### config.mk
export PLATFORM = sky130hd
export DESIGN_NAME = lsu_ctrl
export DESIGN_NICKNAME = d
export VERILOG_FILES = /design/src/rtl/lsu_pkg.sv /design/src/rtl/lsu_ld_align.sv /design/src/rtl/lsu_ctrl.sv
export SDC_FILE = /design/constraint.sdc
export NUM_CORES = 1
export LEC_CHECK = 0
export ABC_AREA = 0
export ABC_CLOCK_PERIOD_IN_PS = 5500
export CORE_MARGIN = 5
export CORE_UTILIZATION = 29
export CTS_CLUSTER_SIZE = 20
export DETAILED_ROUTE_END_ITERATION = 10
export PLACE_DENSITY_LB_ADDON = 0.1
export REMOVE_ABC_BUFFERS = 1
export SLEW_MARGIN = 25
export SYNTH_ARGS = -nofsm -noshare
export SYNTH_HDL_FRONTEND = slang
export SYNTH_SLANG_ARGS = --single-unit
export TNS_END_PERCENT = 1
### constraint.sdc
create_clock -name i_clk -period 5.5 [get_ports i_clk]
set_clock_uncertainty 0.1 [all_clocks]
set_input_delay 1.1 -clock i_clk [delete_from_list [all_inputs] [get_ports i_clk]]
set_output_delay 1.1 -clock i_clk [all_outputs]
set_load 0.01 [all_outputs]
### src/rtl/lsu_pkg.sv
// Shared types and access-width helpers for the load/store unit.
// Used by lsu_ctrl and lsu_ld_align.
package lsu_pkg;

   localparam int BUS_W = 32;
   localparam int BE_W  = BUS_W / 8;

   localparam logic [2:0] F3_B  = 3'b000;
   localparam logic [2:0] F3_H  = 3'b001;
   localparam logic [2:0] F3_W  = 3'b010;
   localparam logic [2:0] F3_BU = 3'b100;
   localparam logic [2:0] F3_HU = 3'b101;

   typedef enum logic [1:0] {
      ST_IDLE   = 2'd0,
      ST_ACCESS = 2'd1,
      ST_DONE   = 2'd2
   } lsu_state_e;

   // Legal width for the op kind and naturally aligned address.
   function automatic logic acc_ok(input logic st, input logic [2:0] f3, input logic [1:0] a);
      case (f3)
         F3_B:    return 1'b1;
         F3_H:    return !a[0];
         F3_W:    return a == 2'b00;
         F3_BU:   return !st;
         F3_HU:   return !st && !a[0];
         default: return 1'b0;
      endcase
   endfunction

   function automatic logic [BE_W-1:0] acc_be(input logic [1:0] sz, input logic [1:0] lane);
      case (sz)
         2'b00:   return 4'b0001 << lane;
         2'b01:   return 4'b0011 << lane;
         default: return 4'b1111;
      endcase
   endfunction

   function automatic logic [BUS_W-1:0] acc_wdata(input logic [1:0] sz, input logic [BUS_W-1:0] d);
      case (sz)
         2'b00:   return {4{d[7:0]}};
         2'b01:   return {2{d[15:0]}};
         default: return d;
      endcase
   endfunction

endpackage

### src/rtl/lsu_ld_align.sv
// Load data alignment: picks the addressed byte/half out of the bus word
// and sign- or zero-extends it according to funct3.
module lsu_ld_align
   import lsu_pkg::*;
(
   input  logic [BUS_W-1:0] rdata,
   input  logic [1:0]       lane,
   input  logic [2:0]       funct3,
   output logic [BUS_W-1:0] data
);

   logic [7:0]  b;
   logic [15:0] h;

   always_comb begin
      b    = rdata[{lane, 3'b000} +: 8];
      h    = lane[1] ? rdata[31:16] : rdata[15:0];
      data = '0;
      case (funct3)
         F3_B:    data = {{24{b[7]}}, b};
         F3_H:    data = {{16{h[15]}}, h};
         F3_W:    data = rdata;
         F3_BU:   data = {24'd0, b};
         F3_HU:   data = {16'd0, h};
         default: data = '0;
      endcase
   end

endmodule

### src/rtl/lsu_ctrl.sv
// Load/store unit controller: IDLE -> ACCESS -> DONE bus sequencer.
// Define LSU_TIMEOUT_EN to abort ACCESS after TIMEOUT_CYC ack-less cycles.
module lsu_ctrl
   import lsu_pkg::*;
#(
   parameter int TIMEOUT_CYC = 64
) (
   input  logic             i_clk,
   input  logic             i_rst_n,
   input  logic             i_mem_rd,
   input  logic             i_mem_wren,
   input  logic [2:0]       i_funct3,
   input  logic [BUS_W-1:0] i_addr,
   input  logic [BUS_W-1:0] i_st_data,
   output logic             o_bus_req,
   output logic             o_bus_we,
   output logic [BUS_W-1:0] o_bus_addr,
   output logic [BE_W-1:0]  o_bus_be,
   output logic [BUS_W-1:0] o_bus_wdata,
   input  logic             i_bus_ack,
   input  logic [BUS_W-1:0] i_bus_rdata,
   output logic             o_stall,
   output logic             o_ld_vld,
   output logic [BUS_W-1:0] o_ld_data,
   output logic             o_lsu_exc
);

   lsu_state_e       state_q, state_d;
   logic [BUS_W-1:0] addr_q, wdata_q, rdata_q, ld_aligned;
   logic [BE_W-1:0]  be_q;
   logic [2:0]       f3_q;
   logic [1:0]       lane_q;
   logic             we_q, ld_q, exc_q;
   logic             req, ok, to_hit;

   assign req = i_mem_rd | i_mem_wren;
   // Store wins when both strobes are high.
   assign ok  = acc_ok(i_mem_wren, i_funct3, i_addr[1:0]);

`ifdef LSU_TIMEOUT_EN
   localparam int TO_W = $clog2(TIMEOUT_CYC + 1);
   logic [TO_W-1:0] to_cnt_q;

   always_ff @(posedge i_clk or negedge i_rst_n) begin
      if (!i_rst_n)                  to_cnt_q <= '0;
      else if (state_q != ST_ACCESS) to_cnt_q <= '0;
      else                           to_cnt_q <= to_cnt_q + 1'b1;
   end

   assign to_hit = (state_q == ST_ACCESS) && (to_cnt_q == TO_W'(TIMEOUT_CYC - 1));
`else
   assign to_hit = 1'b0;
   // TIMEOUT_CYC only matters with the timeout counter built in.
   if (TIMEOUT_CYC < 1) begin : g_timeout_unused
   end
`endif

   always_ff @(posedge i_clk or negedge i_rst_n) begin
      if (!i_rst_n) begin
         state_q <= ST_IDLE;
         addr_q  <= '0;
         be_q    <= '0;
         wdata_q <= '0;
         rdata_q <= '0;
         f3_q    <= '0;
         lane_q  <= '0;
         we_q    <= 1'b0;
         ld_q    <= 1'b0;
         exc_q   <= 1'b0;
      end else begin
         state_q <= state_d;
         if (state_q == ST_IDLE && req) begin
            addr_q  <= {i_addr[31:2], 2'b00};
            be_q    <= acc_be(i_funct3[1:0], i_addr[1:0]);
            wdata_q <= acc_wdata(i_funct3[1:0], i_st_data);
            rdata_q <= '0;
            f3_q    <= i_funct3;
            lane_q  <= i_addr[1:0];
            we_q    <= i_mem_wren;
            ld_q    <= !i_mem_wren;
            exc_q   <= !ok;
         end else if (state_q == ST_ACCESS) begin
            if (i_bus_ack)   rdata_q <= i_bus_rdata;
            else if (to_hit) exc_q   <= 1'b1;
         end
      end
   end

   always_comb begin
      state_d   = state_q;
      o_stall   = 1'b0;
      o_bus_req = 1'b0;
      o_bus_we  = 1'b0;
      o_ld_vld  = 1'b0;
      o_lsu_exc = 1'b0;
      case (state_q)
         ST_IDLE: begin
            if (req) begin
               o_stall = 1'b1;
               state_d = ok ? ST_ACCESS : ST_DONE;
            end
         end
         ST_ACCESS: begin
            o_stall   = 1'b1;
            o_bus_req = 1'b1;
            o_bus_we  = we_q;
            if (i_bus_ack || to_hit) state_d = ST_DONE;
         end
         ST_DONE: begin
            o_ld_vld  = ld_q & ~exc_q;
            o_lsu_exc = exc_q;
            state_d   = ST_IDLE;
         end
         default: state_d = ST_IDLE;
      endcase
   end

   assign o_bus_addr  = addr_q;
   assign o_bus_be    = be_q;
   assign o_bus_wdata = wdata_q;
   assign o_ld_data   = o_ld_vld ? ld_aligned : '0;

   lsu_ld_align u_ld_align (
      .rdata  (rdata_q),
      .lane   (lane_q),
      .funct3 (f3_q),
      .data   (ld_aligned)
   );

endmodule

==> Yosys cells after proc, flatten, opt, wreduce, memory -nomap -nowiden <==
Index checks and enable logic that the tools add are counted.
{ "op_classes": {"n_addsub": 0, "multipliers": 0, "div_mod_pow": 0, "n_lt_le_gt_ge": 0, "eq_ne": 13, "n_shift": 3, "muxes": 19, "bitwise": 3, "reduce_logical": 14} }
{ "op_table": {"columns": ["cell", "n"], "rows": [
  ["32-bit case mux with 5 select lines", 1],
  ["32-bit 2-to-1 mux", 4],
  ["32-bit case mux with 2 select lines", 1],
  ["32-bit by 6-bit variable part select with 8-bit output", 1],
  ["16-bit 2-to-1 mux", 1],
  ["3-bit == test (second input constant)", 4],
  ["4-bit case mux with 2 select lines", 1],
  ["3-bit by 1-bit == test with 1-bit output (second input constant)", 2],
  ["3-bit by 2-bit == test with 1-bit output (second input constant)", 2],
  ["2-bit zero test", 3],
  ["3-bit zero test", 2],
  ["2-bit 2-to-1 mux", 3],
  ["1-bit 2-to-1 mux", 5],
  ["1-bit case mux with 5 select lines", 1],
  ["2-bit by 1-bit == test with 1-bit output (second input constant)", 2],
  ["2-bit inequality test (second input constant)", 2],
  ["2-bit case mux with 2 select lines", 1],
  ["2-bit AND reduction", 2],
  ["2-bit nonzero test", 2],
  ["1-bit by 2-bit << shifter with 4-bit output (first input constant)", 1],
  ["2-bit by 2-bit << shifter with 4-bit output (first input constant)", 1],
  ["1-bit zero test", 3],
  ["2-bit == test (second input constant)", 1],
  ["1-bit logical AND", 2],
  ["4 further kinds", 4]
]} }
{ "word_totals": {"ff_bits": 108, "latchBits": 0, "mem_bits_rw": 0, "rom_bits": 0, "elab_cells": 62, "n_memories": 0} }

==> Logic depth before layout (Yosys ltp) <==
{ "logic_depth": {"depth_word": 6, "ltp_mapped": 7, "mapped_depth_nobuf": 5} }

==> By module <==
A second synthesis with hierarchy kept.
{ "hier_totals": {"hier_cells": 470, "area_unflattened_um2": 5605.4} }
{ "by_module_without_submodules": {"columns": ["module", "n_inst", "cells_each", "area_per_inst_um2", "seq_area_each_um2"], "rows": [
  ["lsu_ctrl", 1, 362, 4843.4, 2702.6],
  ["lsu_ld_align", 1, 108, 762.0, 0.0]
]} }

==> Worst setup path before layout <==
OpenSTA, ideal clock, no wires.
{ "synth_path": {"path_type": "input to output", "start": "input port i_mem_wren", "end": "output port o_stall", "arrival_ns": 1.969, "required_time_ns": 4.300, "setup_slack_ns": 2.331, "cell_stages": 4, "n_path_buf": 2, "path_cell_list": "o21ai_0 > clkbuf_1 > clkbuf_1 > nand2_1"} }
{ "synth_via": {"elab_chain_cells": 3} }
{ "synth_rtl": {"columns": ["item", "line_no", "rtl"], "rows": [
  ["from (decl)", "lsu_ctrl.sv:11", "input logic i_mem_wren,"],
  ["1-bit bitwise OR", "lsu_ctrl.sv:36", "assign req = i_mem_rd | i_mem_wren;"],
  ["1-bit 2-to-1 mux", "lsu_ctrl.sv:98", "if (req) begin"],
  ["1-bit case mux with 2 select lines", "lsu_ctrl.sv:96", "case (state_q)"],
  ["to (decl)", "lsu_ctrl.sv:22", "output logic o_stall,"]
]} }
No other way between the ends.

==> Worst setup path after layout <==
{ "layout_path": {"start": "register lane_q[1]", "end": "output port o_ld_data[18]"} }
{ "layout_via": {"elab_chain_cells": 3, "elab_cells_between_ends": 4} }
{ "layout_rtl": {"columns": ["item", "line_no", "rtl"], "rows": [
  ["from (decl)", "lsu_ctrl.sv:32", "logic [1:0] lane_q;"],
  ["from (signal assigned)", "lsu_ctrl.sv:78", "lane_q <= i_addr[1:0];"],
  ["32-bit by 6-bit variable part select with 8-bit output / 16-bit 2-to-1 mux (equally long branches)", "lsu_ld_align.sv:16, lsu_ld_align.sv:17", null],
  ["32-bit case mux with 5 select lines (*)", "lsu_ld_align.sv:19", "case (funct3)"],
  ["32-bit 2-to-1 mux (*)", "lsu_ctrl.sv:121", "assign o_ld_data = o_ld_vld ? ld_aligned : '0;"],
  ["to (decl)", "lsu_ctrl.sv:24", "output logic [BUS_W-1:0] o_ld_data,"]
]} }
Every way passes the cells marked *; elsewhere a longest branch is shown, timed or not.

==> flow_results.xml <==
<?xml version="1.0" encoding="UTF-8"?>
<metrics>
  <group name="outcome">
    <metric name="run_status" unit="">completed</metric>
  </group>
  <group name="critical_path">
    <metric name="cp.depth" unit="">5</metric>
    <metric name="crit_arrival" unit="ns">3.09</metric>
    <metric name="timing.critical_path.slowest_stage_cell" unit="">dfrtp_1</metric>
    <metric name="worstPathRequired" unit="ns">4.30</metric>
    <metric name="worst_r2r_path_depth" unit="">5</metric>
    <metric name="crit_path_launch" unit="">lane_q[1]$_DFFE_PN0P_</metric>
    <metric name="path_class" unit="">flop to output pin</metric>
    <metric name="slowest_stage_delay_cp" unit="ns">0.86</metric>
    <metric name="critPathLaunchType" unit="">flop</metric>
    <metric name="critical_path.reg2reg.startpoint" unit="">state_q[0]$_DFFE_PN0P_</metric>
    <metric name="cp_num_buf_inv" unit="">1</metric>
    <metric name="worstReg2RegEnd" unit="">o_bus_addr[10]$_DFFE_PN0P_</metric>
    <metric name="critical_path_fanouts_max" unit="">20</metric>
    <metric name="critical_path.top_delay_family" unit="">flip-flops</metric>
    <metric name="timing.critical_path.cells" unit="">mux2i_1 &gt; or3_1 &gt; a21o_4 &gt; a31oi_1 &gt; clkdlybuf4s50_1</metric>
    <metric name="timing.reg2reg.setup_slack" unit="ns">3.09</metric>
    <metric name="setup.worst_path.end" unit="">o_ld_data[18]</metric>
    <metric name="worst_setup_path_end_kind" unit="">output pin</metric>
  </group>
  <group name="global_routing">
    <metric name="antenna_found_initial" unit="">1</metric>
    <metric name="grt_pass1_wl" unit="µm">26860</metric>
    <metric name="grt_usage" unit="%">16.10</metric>
    <metric name="first_global_vias" unit="">5063</metric>
    <metric name="grt_overflow_total" unit="">0</metric>
    <metric name="largest_net_degree_at_the_start_of_global_routing" unit="">101</metric>
  </group>
  <group name="final_layout">
    <metric name="fillers" unit="">1765</metric>
    <metric name="post_route_cells_drive_above_1_share" unit="%">5.125</metric>
    <metric name="final_util" unit="%">43.24</metric>
    <metric name="area_growth" unit="%">46.99</metric>
    <metric name="postLayoutCellArea" unit="µm²">7741</metric>
    <metric name="finish.cell_count_without_fillers" unit="">1029</metric>
    <metric name="antenna-diode-count" unit="">0</metric>
    <metric name="fin_nets" unit="">900</metric>
  </group>
  <group name="power">
    <metric name="p_leak" unit="nW">3.291</metric>
    <metric name="powerDensity" unit="nW/µm²">445.8</metric>
    <metric name="ir_drop_worst_case_vdd" unit="mV">0.2140</metric>
    <metric name="totalPowerFinal" unit="mW">3.451</metric>
  </group>
  <group name="flow_run">
    <metric name="maxCapViolations" unit="">0</metric>
  </group>
  <group name="clock_tree">
    <metric name="clock_tree.htree_level_count" unit="">3</metric>
    <metric name="holdBufCountCts" unit="">0</metric>
    <metric name="cts_repair_resize_count" unit="">0</metric>
    <metric name="clock_latency" unit="ns">0.35</metric>
    <metric name="cts.path.max_buffers" unit="">2</metric>
    <metric name="worst_setup_hold_path_clk_slew" unit="ns">0.07</metric>
    <metric name="clkSinkCount" unit="">108</metric>
    <metric name="cts_root_buf" unit="">clkbuf_16</metric>
    <metric name="tritoncts" unit="">built</metric>
    <metric name="postCtsSetupBuffers" unit="">0</metric>
    <metric name="cts_made_buffers" unit="">9</metric>
  </group>
  <group name="synth">
    <metric name="synthXorXnorAreaFrac" unit="%">0</metric>
    <metric name="synth.cell_area" unit="µm²">5266</metric>
    <metric name="postSynthRegisterBits" unit="">108</metric>
    <metric name="yosys.area_share.adder" unit="%">0</metric>
    <metric name="async_set_reset_flop_share_out_of_synthesis" unit="%">100.0</metric>
    <metric name="synthSimpleGateAreaFrac" unit="%">21.86</metric>
    <metric name="post_synth_mux_area_share" unit="%">8.411</metric>
    <metric name="synth_top_area_cell" unit="">dfrtp_1</metric>
    <metric name="yosysUniqueCellTypes" unit="">33</metric>
    <metric name="largest_family_of_logic_cells_by_synthesized_area" unit="">simple AND/OR/NAND/NOR gates</metric>
    <metric name="synth_enable_flop_cells" unit="">0</metric>
    <metric name="seq_area_frac_synth" unit="%">51.32</metric>
    <metric name="synth_top_area_share" unit="%">51.32</metric>
    <metric name="yosysWarningCount" unit="">0</metric>
    <metric name="ys_top_cells_by_area" unit="">dfrtp_1 51%, nand2_1 18%, a21oi_1 5.1%, mux2i_1 5.1%, o21ai_0 3.0%</metric>
    <metric name="post_synth_most_frequent_cells" unit="">248 x nand2_1, 108 x dfrtp_1, 54 x a21oi_1</metric>
    <metric name="synth_most_common_cell" unit="">nand2_1</metric>
    <metric name="synth_top_flop_cell" unit="">dfrtp_1</metric>
    <metric name="synth_cells" unit="">620</metric>
    <metric name="synth_compound_area_share" unit="%">13.68</metric>
    <metric name="syn-mean-instance-area" unit="µm²">8.494</metric>
  </group>
  <group name="floorplanning">
    <metric name="chipHeight" unit="µm">144.8</metric>
    <metric name="start_util" unit="%">29.42</metric>
    <metric name="fp-row-count" unit="">49</metric>
    <metric name="floorplan.die_area" unit="µm²">20950</metric>
    <metric name="core_area" unit="µm²">17900</metric>
    <metric name="design.portCount" unit="">209</metric>
    <metric name="fp.dieW" unit="µm">144.8</metric>
  </group>
  <group name="placed_design">
    <metric name="place.detailed.instances" unit="">1014</metric>
    <metric name="placed_standard_cell_area" unit="µm²">7457</metric>
    <metric name="numPortBuffers" unit="">206</metric>
    <metric name="dp_hpwl" unit="µm">11990</metric>
    <metric name="globalplace.congestion" unit="">0.7851</metric>
  </group>
  <group name="sta">
    <metric name="timing.final.setup_violations" unit="">0</metric>
    <metric name="rsz0062_at_grt" unit="">no</metric>
    <metric name="number_of_max_slew_violations_in_the_final_report" unit="">0</metric>
    <metric name="final.min_clock_period" unit="ns">4.290</metric>
    <metric name="worst_slew_margin_rel" unit="%">36.66</metric>
    <metric name="report.final.hold_viol_count" unit="">0</metric>
    <metric name="setup_tns" unit="ns">0</metric>
    <metric name="worst_pin_slew" unit="ns">0.9501</metric>
    <metric name="timing.final.crit_share" unit="%">78.01</metric>
    <metric name="achievable-frequency" unit="MHz">233.1</metric>
  </group>
  <group name="route">
    <metric name="detailedRoute.firstIterationViolations" unit="">212</metric>
    <metric name="drt.antenna.violating_nets" unit="">0</metric>
    <metric name="drt_drc_violations_left" unit="">0</metric>
    <metric name="via_count" unit="">4943</metric>
    <metric name="route.detailed.vias_per_inst" unit="">4.804</metric>
    <metric name="postRouteWirelength" unit="µm">16770</metric>
    <metric name="drt_pre_antenna_iters" unit="">5</metric>
    <metric name="wl_per_cell" unit="µm">16.29</metric>
  </group>
  <group name="worst_hold_path">
    <metric name="worst_hold_path_type" unit="">flop to flop</metric>
  </group>
</metrics>
==> power by group <==
| part | switching [mW] | internal, mW |
|---|---|---|
| clock | 0.293 | 0.352 |
| combinational | 0.759 | 0.729 |
| sequential | 0.221 | 1.10 |
==> worst min-delay path by stage <==
stage,start,depth (start not counted),to,slack (ns)
after floorplan,we_q$_DFFE_PN0P_,2,we_q$_DFFE_PN0P_,0.34
after global placement,we_q$_DFFE_PN0P_,2,we_q$_DFFE_PN0P_,0.35
final,o_bus_addr[26]$_DFFE_PN0P_,2,o_bus_addr[26]$_DFFE_PN0P_,0.37
after global routing,o_bus_wdata[6]$_DFFE_PN0P_,2,o_bus_wdata[6]$_DFFE_PN0P_,0.40
after CTS,we_q$_DFFE_PN0P_,2,we_q$_DFFE_PN0P_,0.38
after detailed placement,we_q$_DFFE_PN0P_,2,we_q$_DFFE_PN0P_,0.36
==> cell type report <==
cell class / count / area [µm²] / share of cell area, %
clock inverter: 4 / 51.30 / 0.6627
inverter: 5 / 18.77 / 0.2424
sequential: 108 / 2703 / 34.91
clock buffer: 11 / 232.7 / 3.006
tap: 229 / 286.5 / 3.701
timing repair buffer: 213 / 2112 / 27.28
multi-input combinational: 459 / 2337 / 30.19
==> through the flow <==
stage	hold WS (ns)	worst slack [ns]
final	0.3740	1.210
after global routing	0.3989	0.9850
after CTS	0.3768	1.184
after detailed placement	0.3587	1.562
after global placement	0.3533	1.668
after floorplan	0.3374	-2.131
==> kinds of logic after synthesis <==
kind of cell / Yosys count
AOI/OAI and AO/OA: 124
muxes: 41
and+or+nand+nor: 292
buffers and inverters: 54
other: 1
DFF: 108
==> placed cells by master (no fill, tap or decap), types with 9 or more instances in the layout <==
master and count:
clkbuf_16 9, o21ai_0 31, a21oi_1 54, clkdlybuf4s50_1 205, mux2i_1 27, mux2_2 13, nor2_1 26, nand2_1 247
a31oi_1 20, dfrtp_1 108
==> routing by layer <==
| metal | share of wire [%] | GRT usage (%) | vias to the layer above |
|---|---|---|---|
| met5 | 0.078 | 0 | - |
| met4 | 1.3 | 5.106 | 2 |
| met3 | 11 | 6.704 | 17 |
| met2 | 45 | 24.78 | 192 |
| met1 | 42 | 20.61 | 2329 |
| li1 | - | - | 2403 |
==> registers in the layout, indices dropped and copies added (netlist names) <==
register	count
f3_q	3
o_bus_be	4
we_q	1
rdata_q	32
state_q	2
lane_q	2
ld_q	1
o_bus_addr	30
exc_q	1
o_bus_wdata	32
==> worst min-delay path, cell delays in order (launching register included) <==
cell and delay [ns]:
dfrtp_1 0.34, nand2_1 0.05, nand2_1 0.05
Note: power is estimated with default switching activity, not from simulation.
